### src/rtl/mem_stage_if.sv
// Bus bundle between the EX stage, the MEM stage, the data memory and WB.
// The slave modport is the MEM stage's view; the master modport is the
// surrounding pipeline/memory view that drives EX_* and DM_rdata/DM_ack.
interface mem_stage_if;
  // EX -> MEM
  logic        EX_valid;
  logic [0:1]  EX_op;
  logic [0:4]  EX_rD;
  logic [0:4]  EX_PPPWW;
  logic [0:63] EX_result;
  logic [0:31] EX_addr;
  // MEM -> EX
  logic        MEM_stall;
  // MEM <-> data memory
  logic        DM_req;
  logic        DM_we;
  logic [0:31] DM_addr;
  logic [0:63] DM_wdata;
  logic [0:63] DM_rdata;
  logic        DM_ack;
  // MEM -> WB
  logic        WB_en;
  logic [0:4]  WB_rD;
  logic [0:4]  WB_PPPWW;
  logic [0:63] WB_data;
  logic        MEM_err;

  modport slave (
    input  EX_valid, EX_op, EX_rD, EX_PPPWW, EX_result, EX_addr,
    input  DM_rdata, DM_ack,
    output MEM_stall, DM_req, DM_we, DM_addr, DM_wdata,
    output WB_en, WB_rD, WB_PPPWW, WB_data, MEM_err
  );

  modport master (
    output EX_valid, EX_op, EX_rD, EX_PPPWW, EX_result, EX_addr,
    output DM_rdata, DM_ack,
    input  MEM_stall, DM_req, DM_we, DM_addr, DM_wdata,
    input  WB_en, WB_rD, WB_PPPWW, WB_data, MEM_err
  );
endinterface

### src/rtl/mem_stage.sv
// Pipeline MEM stage: ALU results pass straight to write-back in one cycle,
// loads/stores issue a single memory request and stall EX until the memory
// acknowledges or TIMEOUT cycles pass without an acknowledge.
module mem_stage #(
  parameter int TIMEOUT = 15
) (
  input  logic        clk,
  input  logic        rst,
  mem_stage_if.slave  bus
);

  typedef enum logic [1:0] {
    IDLE    = 2'd0,
    WAIT_LD = 2'd1,
    WAIT_ST = 2'd2
  } state_e;

  localparam logic [1:0] OP_ALU   = 2'b00;
  localparam logic [1:0] OP_LOAD  = 2'b01;
  localparam logic [1:0] OP_STORE = 2'b10;

  // Counter value of the last waiting cycle before the access is abandoned.
  localparam logic [7:0] CNT_LAST = 8'(TIMEOUT - 1);

  state_e      state_q;
  logic [7:0]  cnt_q;
  logic        dm_req_q;
  logic        dm_we_q;
  logic [31:0] dm_addr_q;
  logic [63:0] dm_wdata_q;
  logic [4:0]  ld_rd_q;
  logic [4:0]  ld_pppww_q;
  logic        wb_en_q;
  logic [4:0]  wb_rd_q;
  logic [4:0]  wb_pppww_q;
  logic [63:0] wb_data_q;
  logic        mem_err_q;

  // Stall comes from the state register alone so DM_ack never reaches EX
  // combinationally.
  assign bus.MEM_stall = (state_q != IDLE);
  assign bus.DM_req    = dm_req_q;
  assign bus.DM_we     = dm_we_q;
  assign bus.DM_addr   = dm_addr_q;
  assign bus.DM_wdata  = dm_wdata_q;
  assign bus.WB_en     = wb_en_q;
  assign bus.WB_rD     = wb_rd_q;
  assign bus.WB_PPPWW  = wb_pppww_q;
  assign bus.WB_data   = wb_data_q;
  assign bus.MEM_err   = mem_err_q;

  // Stage FSM with registered memory-bus and write-back outputs.
  // NOTE: the reset branch is asynchronous so an access in flight is
  // dropped the moment rst rises, without waiting for a clock edge.
  always_ff @(posedge clk or posedge rst) begin
    if (rst) begin
      state_q    <= IDLE;
      cnt_q      <= '0;
      dm_req_q   <= 1'b0;
      dm_we_q    <= 1'b0;
      dm_addr_q  <= '0;
      dm_wdata_q <= '0;
      ld_rd_q    <= '0;
      ld_pppww_q <= '0;
      wb_en_q    <= 1'b0;
      wb_rd_q    <= '0;
      wb_pppww_q <= '0;
      wb_data_q  <= '0;
      mem_err_q  <= 1'b0;
    end else begin
      // NOTE: non-blocking assignments throughout, so every branch below
      // sees the pre-edge values of the registers it reads.
      wb_en_q   <= 1'b0;
      mem_err_q <= 1'b0;
      unique case (state_q)
        IDLE: begin
          if (bus.EX_valid) begin
            case (bus.EX_op)
              OP_ALU: begin
                // Writes to r0 are discarded; WB fields keep their values.
                if (bus.EX_rD != 5'd0) begin
                  wb_en_q    <= 1'b1;
                  wb_rd_q    <= bus.EX_rD;
                  wb_pppww_q <= bus.EX_PPPWW;
                  wb_data_q  <= bus.EX_result;
                end
              end
              OP_LOAD: begin
                dm_req_q   <= 1'b1;
                dm_we_q    <= 1'b0;
                dm_addr_q  <= bus.EX_addr;
                ld_rd_q    <= bus.EX_rD;
                ld_pppww_q <= bus.EX_PPPWW;
                cnt_q      <= '0;
                state_q    <= WAIT_LD;
              end
              OP_STORE: begin
                dm_req_q   <= 1'b1;
                dm_we_q    <= 1'b1;
                dm_addr_q  <= bus.EX_addr;
                dm_wdata_q <= bus.EX_result;
                cnt_q      <= '0;
                state_q    <= WAIT_ST;
              end
              default: ;
            endcase
          end
        end
        WAIT_LD, WAIT_ST: begin
          // An acknowledge takes priority over the timeout in the same cycle.
          if (bus.DM_ack) begin
            dm_req_q <= 1'b0;
            dm_we_q  <= 1'b0;
            cnt_q    <= '0;
            state_q  <= IDLE;
            if (state_q == WAIT_LD && ld_rd_q != 5'd0) begin
              wb_en_q    <= 1'b1;
              wb_rd_q    <= ld_rd_q;
              wb_pppww_q <= ld_pppww_q;
              wb_data_q  <= bus.DM_rdata;
            end
          end else if (cnt_q == CNT_LAST) begin
            dm_req_q  <= 1'b0;
            dm_we_q   <= 1'b0;
            cnt_q     <= '0;
            mem_err_q <= 1'b1;
            state_q   <= IDLE;
          end else begin
            cnt_q <= cnt_q + 8'd1;
          end
        end
        default: state_q <= IDLE;
      endcase
    end
  end

endmodule

### src/flat_wrapper.sv
// flat-port wrapper written by rule: the top's interface ports become plain ports
module mem_stage_flat 
#(
  parameter int TIMEOUT = 15
)
  (clk, rst, bus_EX_valid, bus_EX_op, bus_EX_rD, bus_EX_PPPWW, bus_EX_result, bus_EX_addr, bus_DM_rdata, bus_DM_ack, bus_MEM_stall, bus_DM_req, bus_DM_we, bus_DM_addr, bus_DM_wdata, bus_WB_en, bus_WB_rD, bus_WB_PPPWW, bus_WB_data, bus_MEM_err);
  mem_stage_if bus_i ();
  input  logic clk;
  input  logic rst;
  input wire logic [$bits(bus_i.EX_valid)-1:0] bus_EX_valid;
  input wire logic [$bits(bus_i.EX_op)-1:0] bus_EX_op;
  input wire logic [$bits(bus_i.EX_rD)-1:0] bus_EX_rD;
  input wire logic [$bits(bus_i.EX_PPPWW)-1:0] bus_EX_PPPWW;
  input wire logic [$bits(bus_i.EX_result)-1:0] bus_EX_result;
  input wire logic [$bits(bus_i.EX_addr)-1:0] bus_EX_addr;
  input wire logic [$bits(bus_i.DM_rdata)-1:0] bus_DM_rdata;
  input wire logic [$bits(bus_i.DM_ack)-1:0] bus_DM_ack;
  output wire logic [$bits(bus_i.MEM_stall)-1:0] bus_MEM_stall;
  output wire logic [$bits(bus_i.DM_req)-1:0] bus_DM_req;
  output wire logic [$bits(bus_i.DM_we)-1:0] bus_DM_we;
  output wire logic [$bits(bus_i.DM_addr)-1:0] bus_DM_addr;
  output wire logic [$bits(bus_i.DM_wdata)-1:0] bus_DM_wdata;
  output wire logic [$bits(bus_i.WB_en)-1:0] bus_WB_en;
  output wire logic [$bits(bus_i.WB_rD)-1:0] bus_WB_rD;
  output wire logic [$bits(bus_i.WB_PPPWW)-1:0] bus_WB_PPPWW;
  output wire logic [$bits(bus_i.WB_data)-1:0] bus_WB_data;
  output wire logic [$bits(bus_i.MEM_err)-1:0] bus_MEM_err;
  assign bus_i.EX_valid = bus_EX_valid;
  assign bus_i.EX_op = bus_EX_op;
  assign bus_i.EX_rD = bus_EX_rD;
  assign bus_i.EX_PPPWW = bus_EX_PPPWW;
  assign bus_i.EX_result = bus_EX_result;
  assign bus_i.EX_addr = bus_EX_addr;
  assign bus_i.DM_rdata = bus_DM_rdata;
  assign bus_i.DM_ack = bus_DM_ack;
  assign bus_MEM_stall = bus_i.MEM_stall;
  assign bus_DM_req = bus_i.DM_req;
  assign bus_DM_we = bus_i.DM_we;
  assign bus_DM_addr = bus_i.DM_addr;
  assign bus_DM_wdata = bus_i.DM_wdata;
  assign bus_WB_en = bus_i.WB_en;
  assign bus_WB_rD = bus_i.WB_rD;
  assign bus_WB_PPPWW = bus_i.WB_PPPWW;
  assign bus_WB_data = bus_i.WB_data;
  assign bus_MEM_err = bus_i.MEM_err;
  mem_stage #(.TIMEOUT(TIMEOUT)) u_core (.clk(clk), .rst(rst), .bus(bus_i));
endmodule
### config.mk
export PLATFORM = sky130hd
export DESIGN_NAME = mem_stage_flat
export DESIGN_NICKNAME = d
export VERILOG_FILES = /design/src/rtl/mem_stage_if.sv /design/src/rtl/mem_stage.sv /design/src/flat_wrapper.sv
export SDC_FILE = /design/constraint.sdc
export NUM_CORES = 1
export LEC_CHECK = 0
export BUFFER_PORTS_ARGS = -buffer_cell sky130_fd_sc_hd__buf_2
export CORE_MARGIN = 10
export CORE_UTILIZATION = 44
export DETAILED_ROUTE_END_ITERATION = 10
export PLACE_DENSITY = 0.77
export REMOVE_ABC_BUFFERS = 1
export SKIP_CTS_REPAIR_TIMING = 1
export SLEW_MARGIN = 20
export SYNTH_ARGS = -nofsm -noshare
export SYNTH_HDL_FRONTEND = slang
export SYNTH_SLANG_ARGS = --single-unit
### constraint.sdc
create_clock -name clk -period 6.1 [get_ports clk]
set_clock_uncertainty 0.2 [all_clocks]
set_input_delay 0.305 -clock clk [delete_from_list [all_inputs] [get_ports clk]]
set_output_delay 0.305 -clock clk [all_outputs]
set_load 0.1 [all_outputs]
==> impl_summary.txt, run 1 <==
----------------------------------------------------
[Yosys]
  Total of flip-flops plus latches after synthesis ... 194
  Instance count of the mapped netlist ... 566
  Number of distinct library cells after synthesis ... 36
  Primary flip-flop cell chosen by synthesis mapping ... dfrtp_1
  Number of synthesized flops with an enable pin ... 0
  Leading post-synthesis cells by instance count ... 194 x dfrtp_1, 177 x mux2_2, 60 x mux2_4
  Portion of synthesized cell area occupied by the leading cell type ... a little under three fifths
  Biggest area contributors in the synthesized netlist ... dfrtp_1 56%, mux2_2 23%, mux2_4 10%
  Share of flip-flops with an asynchronous set or reset after synthesis ... 100%
  Cell with the most instances after synthesis ... dfrtp_1
  Number of synthesis warnings ... 0
  Cell area after technology mapping ... 8700 um2
  Portion of the post-synthesis area used by sequential elements ... 55.8%
  Cell type contributing the most total cell area after synthesis ... dfrtp_1
  Average instance area after synthesis ... ~15 um2

[Layout]
  Post-layout instance count excluding filler cells ... around 1300
  Area delta synth->final ... 41.7%
  NumNets Final ... 1201
  Filler Cell Count ... roughly 1500
  Share of post-route cells with drive strength above 1 ... 61.4%

[Placed design]
  IO Port Bufs ... 350
  Weighted congestion reported at the end of routability-driven placement ... approximately 0.8
  Detailed placer's ending HPWL ... 17900 um
  Cell count after placement ... between 1000 and 1500

[Clock network]
  Root Buffer ... clkbuf_16
  Clock transition time at the flip-flop clock pins of the worst setup and hold paths ... 0.07 ns
  Num CTS Buffers ... 17
  H-Tree Depth ... 4
  CTS tree ... built
  Maximum number of buffers from clock root to sink ... 2
  TritonCTS Sinks ... 194
  Clock latency on the worst-skew pair ... around 0.42 ns

[Global routing]
  Aggregate global routing overflow ... 0
  Pin count of the biggest net entering global routing ... roughly 140
  Initial antenna violation count ... 5
  Via count of the first global-routing pass ... 6507
  Global-route wire length before repair ... about 37000 um
  Total Routing Usage GR ... around 18%

[Worst hold path]
  Hold/Removal Path Class ... in2reg

[Status]
  Run status ... finished, final reports clean

[Worst setup path]
  Crit-path max FO ... 54
  Peak per-stage delay on the critical path ... 0.72 ns
  Crit path DAT ... 3.76 ns
  Startpoint class of the critical path ... register
  Worst endpoint required time ... 6.21 ns
  Slowest cell on crit path ... nand3_4
  Cell family with the largest share of critical-path delay ... buffers and inverters
  Critical path class ... reg2reg
  Worst setup EP type ... register
  Ordered list of cells on the worst path ... inv_1 -> ha_4 -> buf_16 -> nand3_1 -> o21ai_1 -> nand3_4 -> buf_4 -> mux2_4
  Sum of buffers and inverters on the critical path ... 3

[Floorplanning]
  Initial core utilization ... around 45%
  Core Rows ... between 50 and 60
  Count of pins on the block boundary ... 351
  Die Width ... 161 um
  DIE AREA ... 25800 um2
  Core ar. ... 19500 um2
  Die H ... 161 um

[Timing]
  Maximum clock rate ... approximately 270 MHz
  Hold Violations, Final ... 0
  Sum of negative setup slack ... 0 ns
  Fraction of the cycle the final worst path needs ... 59.9%
  Hold slack ... 0.0123 ns
  Slew margin rel. ... ~29%
  Setup repair after global routing missed its margin ... no
  Final slew viol count ... 0
  Final number of setup-violating endpoints ... 0
  Min cycle time layout ... 3.66 ns
  Transition time at the pin with the least slew margin ... 1.07 ns

[Detailed routing]
  DRC errors left ... 0
  Final antenna-violating net count ... 0
  Post-DR vias/cell ... 4.92
  DR pass1 iterations ... 4
  Routed via count ... 6390
  Initial DRC Count ... 300
  Final Routed Wirelength ... 25900 um
  Average routed wire per standard cell ... between 15 and 20 um

[Job]
  Max-cap violations ... 0

----------------------------------------------------
==> cell type report <==
| cell class | count | area (um2) | share of cell area, % |
|---|---|---|---|
| flip-flops and latches | 194 | 4850 | 39.4 |
| multi-input cells | 335 | 3670 | 29.7 |
| repair buffers | 460 | 2870 | 23.2 |
| clock buffers | 19 | 443 | 3.59 |
| well taps | 265 | 332 | 2.69 |
| clock inverters | 13 | 120 | 0.974 |
| inverters | 9 | 41.3 | 0.335 |
| diodes | 4 | 10.0 | 0.0812 |
==> cells by family after synthesis <==
family                   after synthesis  share of synthesized area [%]
multiplexers                         256                           35.7
flip-flops                           194                           55.8
AND/OR/NAND/NOR                       47                           2.82
buffers and inverters                 37                           2.43
AO/OA/AOI/OAI                         24                           2.13
adder cells (fa/ha/maj)                8                           1.15
==> final timing paths <==
path	end	from	cells after the start	slack (ns)
worst min-delay path	u_core.bus.MEM_err	bus_DM_ack	3	0.01
min in group asynchronous	u_core.bus.DM_wdata[31]	rst	3	0.39
worst max-delay path	u_core.bus.WB_data[61]	u_core.state_q[0]	8	2.44
max in group asynchronous	u_core.bus.WB_data[54]	rst	4	3.85
worst min register to register	u_core.bus.DM_wdata[57]	u_core.bus.DM_wdata[57]	1	0.29
worst max register to register	u_core.bus.WB_data[61]	u_core.state_q[0]	8	2.44
==> cell usage in the layout, fill, tap and decap left out, types with 9 or more instances in the layout <==
master	instances
dlygate4sd3_1	107
nand2_1	11
buf_2	350
nand3_1	10
mux2_1	17
nor2_1	9
mux2_4	60
mux2_2	177
clkbuf_16	17
dfrtp_1	194
==> metrics by stage <==
step / util, % / setup slack, ns / cell area (um2)
finish: 63.4 / 2.44 / 12300
detailed placement: 54.8 / 2.11 / 10700
global route: 63.4 / 2.21 / 12300
floorplan: - / -0.493 / 8520
CTS: 57.7 / 2.12 / 11200
global placement: 54.8 / 2.22 / 10700
==> sequential cells by signal, summed over array words and instances, names as in the netlist, 2 cells and up <==
| name | flops |
|---|---|
| u_core.bus.WB_data | 64 |
| u_core.bus.WB_rD | 5 |
| u_core.ld_rd_q | 5 |
| u_core.cnt_q | 8 |
| u_core.bus.DM_wdata | 64 |
| u_core.bus.DM_addr | 32 |
| u_core.bus.WB_PPPWW | 5 |
| u_core.state_q | 2 |
| u_core.ld_pppww_q | 5 |
==> per-layer routing <==
metal  global-route usage [%]  part of all wire (%)  up-vias
li1                         -                     -     2950
met1                     19.3                    37     3159
met2                     31.5                    54      228
met3                     6.34                   6.7       51
met4                     6.39                   2.7        2
met5                        0                 0.050        -
==> worst min-delay path, cell delays in order <==
cell,delay (ns)
buf_2,0.11
nand2b_4,0.13
nor2_1,0.05
Power of run 1 is left out: the tool's default activity adds up to more than one toggle a clock period on the data nets, which glitch-free logic cannot reach.
==> inputs of run 2 (changes only) <==
--- a/config.mk
+++ b/config.mk
@@ -7,9 +7,9 @@
 export LEC_CHECK = 0
 export BUFFER_PORTS_ARGS = -buffer_cell sky130_fd_sc_hd__buf_2
 export CORE_MARGIN = 10
-export CORE_UTILIZATION = 44
+export CORE_UTILIZATION = 49
 export DETAILED_ROUTE_END_ITERATION = 10
-export PLACE_DENSITY = 0.77
+export PLACE_DENSITY = 0.81
 export REMOVE_ABC_BUFFERS = 1
 export SKIP_CTS_REPAIR_TIMING = 1
 export SLEW_MARGIN = 20
==> constraint.sdc (replaced) <==
create_clock -name clk -period 3.4 [get_ports clk]
set_clock_uncertainty 0.2 [all_clocks]
set_input_delay 0.17 -clock clk [delete_from_list [all_inputs] [get_ports clk]]
set_output_delay 0.17 -clock clk [all_outputs]
set_load 0.1 [all_outputs]
==> impl_summary.txt, run 2 (synthesized netlist as in run 1, its figures left out) <==
----------------------------------------------------
[Layout]
  Commonest non-fill, non-tap cell in the layout ... buf_2
  Share of post-route cells with drive strength above 1 ... 57.9%
  Area delta synth->final ... 50.6%
  Flip-flop and latch area ... 4850 um2
  Filler Cell Count ... slightly below 1000
  Commonest cells after routing, fill and taps aside ... 350 x buf_2, 194 x dfrtp_1, 177 x mux2_2
  Multi-input gate area ... 3670 um2
  Post-layout instance count excluding filler cells ... 1333
  Final Core Density ... 75.5%
  NumNets Final ... 1274

[Timing]
  Setup repair after global routing missed its margin ... no
  Maximum clock rate ... approximately 330 MHz
  Transition time at the pin with the least slew margin ... around 0.8 ns
  Slew margin rel. ... between 40% and 50%
  Fraction of the cycle the final worst path needs ... 88.2%
  Final slew viol count ... 0
  Setup slack after layout ... 0.400 ns
  Hold Violations, Final ... 0
  Final number of setup-violating endpoints ... 0
  Min cycle time layout ... around 3 ns

[Global routing]
  Global-route wire length before repair ... ~39000 um
  Pin count of the biggest net entering global routing ... 114
  Via count of the first global-routing pass ... 6828
  Aggregate global routing overflow ... 0
  Total Routing Usage GR ... between 20% and 30%
  Initial antenna violation count ... 5

[Clock network]
  Root Buffer ... clkbuf_16
  CTS tree ... built
  TritonCTS Sinks ... roughly 190
  Clock latency on the worst-skew pair ... 0.43 ns
  Clock transition time at the flip-flop clock pins of the worst setup and hold paths ... 0.07 ns
  H-Tree Depth ... 4
  Maximum number of buffers from clock root to sink ... 2
  Num CTS Buffers ... 17

[Worst setup path]
  Worst endpoint required time ... 3.57 ns
  Startpoint class of the critical path ... register
  Worst setup EP type ... register
  Crit-path max FO ... 47
  Crit path DAT ... 3.17 ns
  Reg2Reg Launch Point ... u_core.state_q[0]
  Critical path class ... reg2reg
  Capture instance of the worst register-to-register path ... u_core.cnt_q[4]
  Setup slack on the worst flop-to-flop path ... 0.40 ns
  Worst reg2reg path depth ... 7

[Detailed routing]
  Final antenna-violating net count ... 0
  Final Routed Wirelength ... 29900 um
  Initial DRC Count ... 382
  Routed via count ... 7002
  DR pass1 iterations ... 4
  Average routed wire per standard cell ... 22.4 um
  Post-DR vias/cell ... 5.25
  DRC errors left ... 0

[Worst hold path]
  Hold Crit Depth ... 4
  Worst hold path startpoint ... bus_EX_op[1]
  Hold/Removal Path Class ... in2reg
  Sink of the worst hold path ... u_core.state_q[1]

[Placed design]
  Weighted congestion reported at the end of routability-driven placement ... 0.823
  Post-place setup slack ... 0.412 ns
  Cell count after placement ... between 1000 and 1500
  IO Port Bufs ... 350
  Detailed placer's ending HPWL ... 18800 um

[Floorplanning]
  Die Width ... 153 um
  Die H ... 153 um
  DIE AREA ... 23500 um2
  Core ar. ... between 15000 and 20000 um2
  Core Rows ... 48
  Count of pins on the block boundary ... 351
  Initial core utilization ... 50.1%

[Job]
  Max-cap violations ... 0

[Status]
  Run status ... finished, final reports clean

----------------------------------------------------
[run 2: changes by cell type in the layout (fill, tap and decap cells not counted)]
| cell | delta |
|---|---|
| buf_12 | +3 |
| buf_16 | -1 |
| buf_4 | +5 |
| bufinv_16 | +5 |
| clkbuf_8 | -1 |
| clkinv_2 | +2 |
| clkinv_4 | -5 |
| clkinvlp_4 | -2 |
| diode_2 | +1 |
| dlygate4sd3_1 | +66 |
| inv_6 | +4 |
| inv_8 | -3 |
[run 2: layer usage]
metal	up-vias	GRT usage, %	share of wire, %
met3	99	5.84	6.2
met2	324	35.3	52
met5	-	0	0
met4	0	8.67	5.2
met1	3491	23.2	36
li1	3088	-	-
[run 2: cell type report]
| type | count | area share (%) |
|---|---|---|
| Sequential cell | 194 | 37.0 |
| Multi-Input combinational cell | 335 | 28.0 |
| Timing Repair Buffer | 533 | 27.4 |
| Clock buffer | 18 | 3.27 |
| Tap cell | 225 | 2.15 |
| Clock inverter | 14 | 1.70 |
| Inverter | 9 | 0.315 |
| Antenna cell | 5 | 0.0955 |
[run 2: metrics by stage]
stage	setup TNS, ns	hold WS, ns	instance area, um2
floorplan	-672.25	0.102	8520
global placement	0	0.177	10700
detailed placement	0	0.181	10700
CTS	0	-0.286	11400
global route	0	0.149	13100
finish	0	0.124	13100
[run 2: critical path, stage by stage, from the launching register on]
cell	delay, ns
dfrtp_1	0.38
inv_1	0.09
ha_4	0.57
buf_4	0.65
nand2b_4	0.09
a41o_4	0.29
or4_1	0.51
nand3_1	0.10
[run 2: worst max-delay path by stage]
stage / startpoint / end
floorplan: u_core.state_q[0] / u_core.bus.WB_PPPWW[0]
global placement: u_core.state_q[0] / u_core.cnt_q[4]
detailed placement: u_core.state_q[0] / u_core.cnt_q[4]
CTS: u_core.state_q[0] / u_core.cnt_q[4]
global route: u_core.state_q[0] / u_core.cnt_q[4]
finish: u_core.state_q[0] / u_core.cnt_q[4]
Power of run 2 is left out for the same reason.
==> inputs of run 3 (changes only) <==
--- a/config.mk
+++ b/config.mk
@@ -10,6 +10,7 @@
 export CORE_UTILIZATION = 49
 export DETAILED_ROUTE_END_ITERATION = 10
 export PLACE_DENSITY = 0.81
+export RECOVER_POWER = 100
 export REMOVE_ABC_BUFFERS = 1
 export SKIP_CTS_REPAIR_TIMING = 1
 export SLEW_MARGIN = 20
==> impl_summary.txt, run 3 (synthesized netlist as in run 1, its figures left out) <==
----------------------------------------------------
[Placed design]
  IO Port Bufs ... 350
  Post-place setup slack ... 0.412 ns
  Detailed placer's ending HPWL ... around 19000 um
  Cell count after placement ... about 1100
  Weighted congestion reported at the end of routability-driven placement ... 0.823

[Layout]
  Share of post-route cells with drive strength above 1 ... ~36%
  Post-layout instance count excluding filler cells ... 1333
  NumNets Final ... 1274
  Commonest cells after routing, fill and taps aside ... 194 x dfrtp_1, 178 x clkbuf_1, 177 x buf_2
  Filler Cell Count ... 1193
  Final Core Density ... between 70% and 80%
  Area delta synth->final ... 44.6%
  Commonest non-fill, non-tap cell in the layout ... dfrtp_1

[Detailed routing]
  Final antenna-violating net count ... 0
  Routed via count ... approximately 7000
  Average routed wire per standard cell ... between 20 and 25 um
  DR pass1 iterations ... 5
  Initial DRC Count ... ~340
  Final Routed Wirelength ... between 20000 and 30000 um
  Post-DR vias/cell ... 5.23
  DRC errors left ... 0

[Timing]
  Maximum clock rate ... around 330 MHz
  Hold Violations, Final ... 0
  Setup slack after layout ... 0.366 ns
  Min cycle time layout ... about 3.0 ns
  Final slew viol count ... 212
  Slew margin rel. ... -59.9%
  Fraction of the cycle the final worst path needs ... 89.2%
  Final number of setup-violating endpoints ... 0
  Setup repair after global routing missed its margin ... no
  Transition time at the pin with the least slew margin ... 2.40 ns
  Sum of negative setup slack ... 0 ns

[Status]
  Run status ... finished with violations
  Failing checks ... max-capacitance violations, max-slew violations

[Clock network]
  Root Buffer ... clkbuf_16
  Clock transition time at the flip-flop clock pins of the worst setup and hold paths ... 0.07 ns
  Clock latency on the worst-skew pair ... 0.43 ns
  CTS tree ... built
  TritonCTS Sinks ... 194
  Maximum number of buffers from clock root to sink ... 2
  H-Tree Depth ... 4
  Num CTS Buffers ... 17

[Worst setup path]
  Worst reg2reg path depth ... 5
  Worst endpoint required time ... 3.52 ns
  Startpoint class of the critical path ... register
  Critical path class ... reg2reg
  Crit path DAT ... 3.15 ns
  Crit-path max FO ... 62
  Worst setup EP type ... register

[Worst hold path]
  Hold/Removal Path Class ... in2reg
  Hold Crit Depth ... 4

[Global routing]
  Pin count of the biggest net entering global routing ... 114
  Initial antenna violation count ... 5
  Global-route wire length before repair ... 38700 um
  Total Routing Usage GR ... 20.5%
  Via count of the first global-routing pass ... 6828
  Aggregate global routing overflow ... 0

[Floorplanning]
  Die Width ... between 150 and 200 um
  Count of pins on the block boundary ... 351
  Die H ... between 150 and 200 um
  DIE AREA ... 23500 um2
  Core Rows ... 48
  Initial core utilization ... 50.1%
  Core ar. ... roughly 17000 um2

[Job]
  Max-cap violations ... 3

----------------------------------------------------
-- run 3: cell types whose count changed in the layout (fill, tap and decap cells not counted), sizes merged --
cell / previous run / this run
clkbuf: 18 / 197
buf: 360 / 181
-- run 3: final timing paths --
| path | to | start | slack, ns |
|---|---|---|---|
| worst min-delay path | u_core.state_q[1] | bus_EX_op[1] | 0.09 |
| worst max register to register | u_core.bus.DM_wdata[32] | u_core.state_q[0] | 0.37 |
| min in group asynchronous | u_core.bus.DM_addr[24] | rst | 0.79 |
| worst min register to register | u_core.bus.WB_data[44] | u_core.bus.WB_data[44] | 0.29 |
| worst max-delay path | u_core.bus.DM_wdata[32] | u_core.state_q[0] | 0.37 |
| max in group asynchronous | u_core.cnt_q[5] | rst | 0.52 |
-- run 3: per-stage QoR --
step / instance area, um2 / hold WS, ns
5_1_grt: 12600 / 0.119
3_5_place_dp: 10700 / 0.181
2_1_floorplan: 8520 / 0.102
3_3_place_gp: 10700 / 0.177
6_report: 12600 / 0.0888
4_1_cts: 11400 / -0.286
-- run 3: final cells by class --
class                      instances  area (um2)  area share [%]
multi-input combinational        335        3430            27.2
inverter                           9        33.8           0.268
clock inverter                    14         223            1.77
tap                              225         282            2.24
sequential                       194        4850            38.6
clock buffer                      18         429            3.41
timing repair buffer             533        3320            26.4
antenna                            5        12.5          0.0994
-- run 3: per-layer routing --
metal	part of all wire (%)	vias to the layer above	global-route usage, %
li1	-	3091	-
met1	37	3467	23.2
met2	52	310	35.3
met3	6.1	102	5.84
met4	5.1	0	8.67
met5	0	-	0
-- run 3: worst max-delay path, cell delays in order, from the launching register on --
cell     delay, ns
dfrtp_1       0.38
inv_1         0.09
ha_4          0.21
nand3_1       0.29
buf_2         1.20
mux2_2        0.46
Power of run 3 is left out for the same reason.
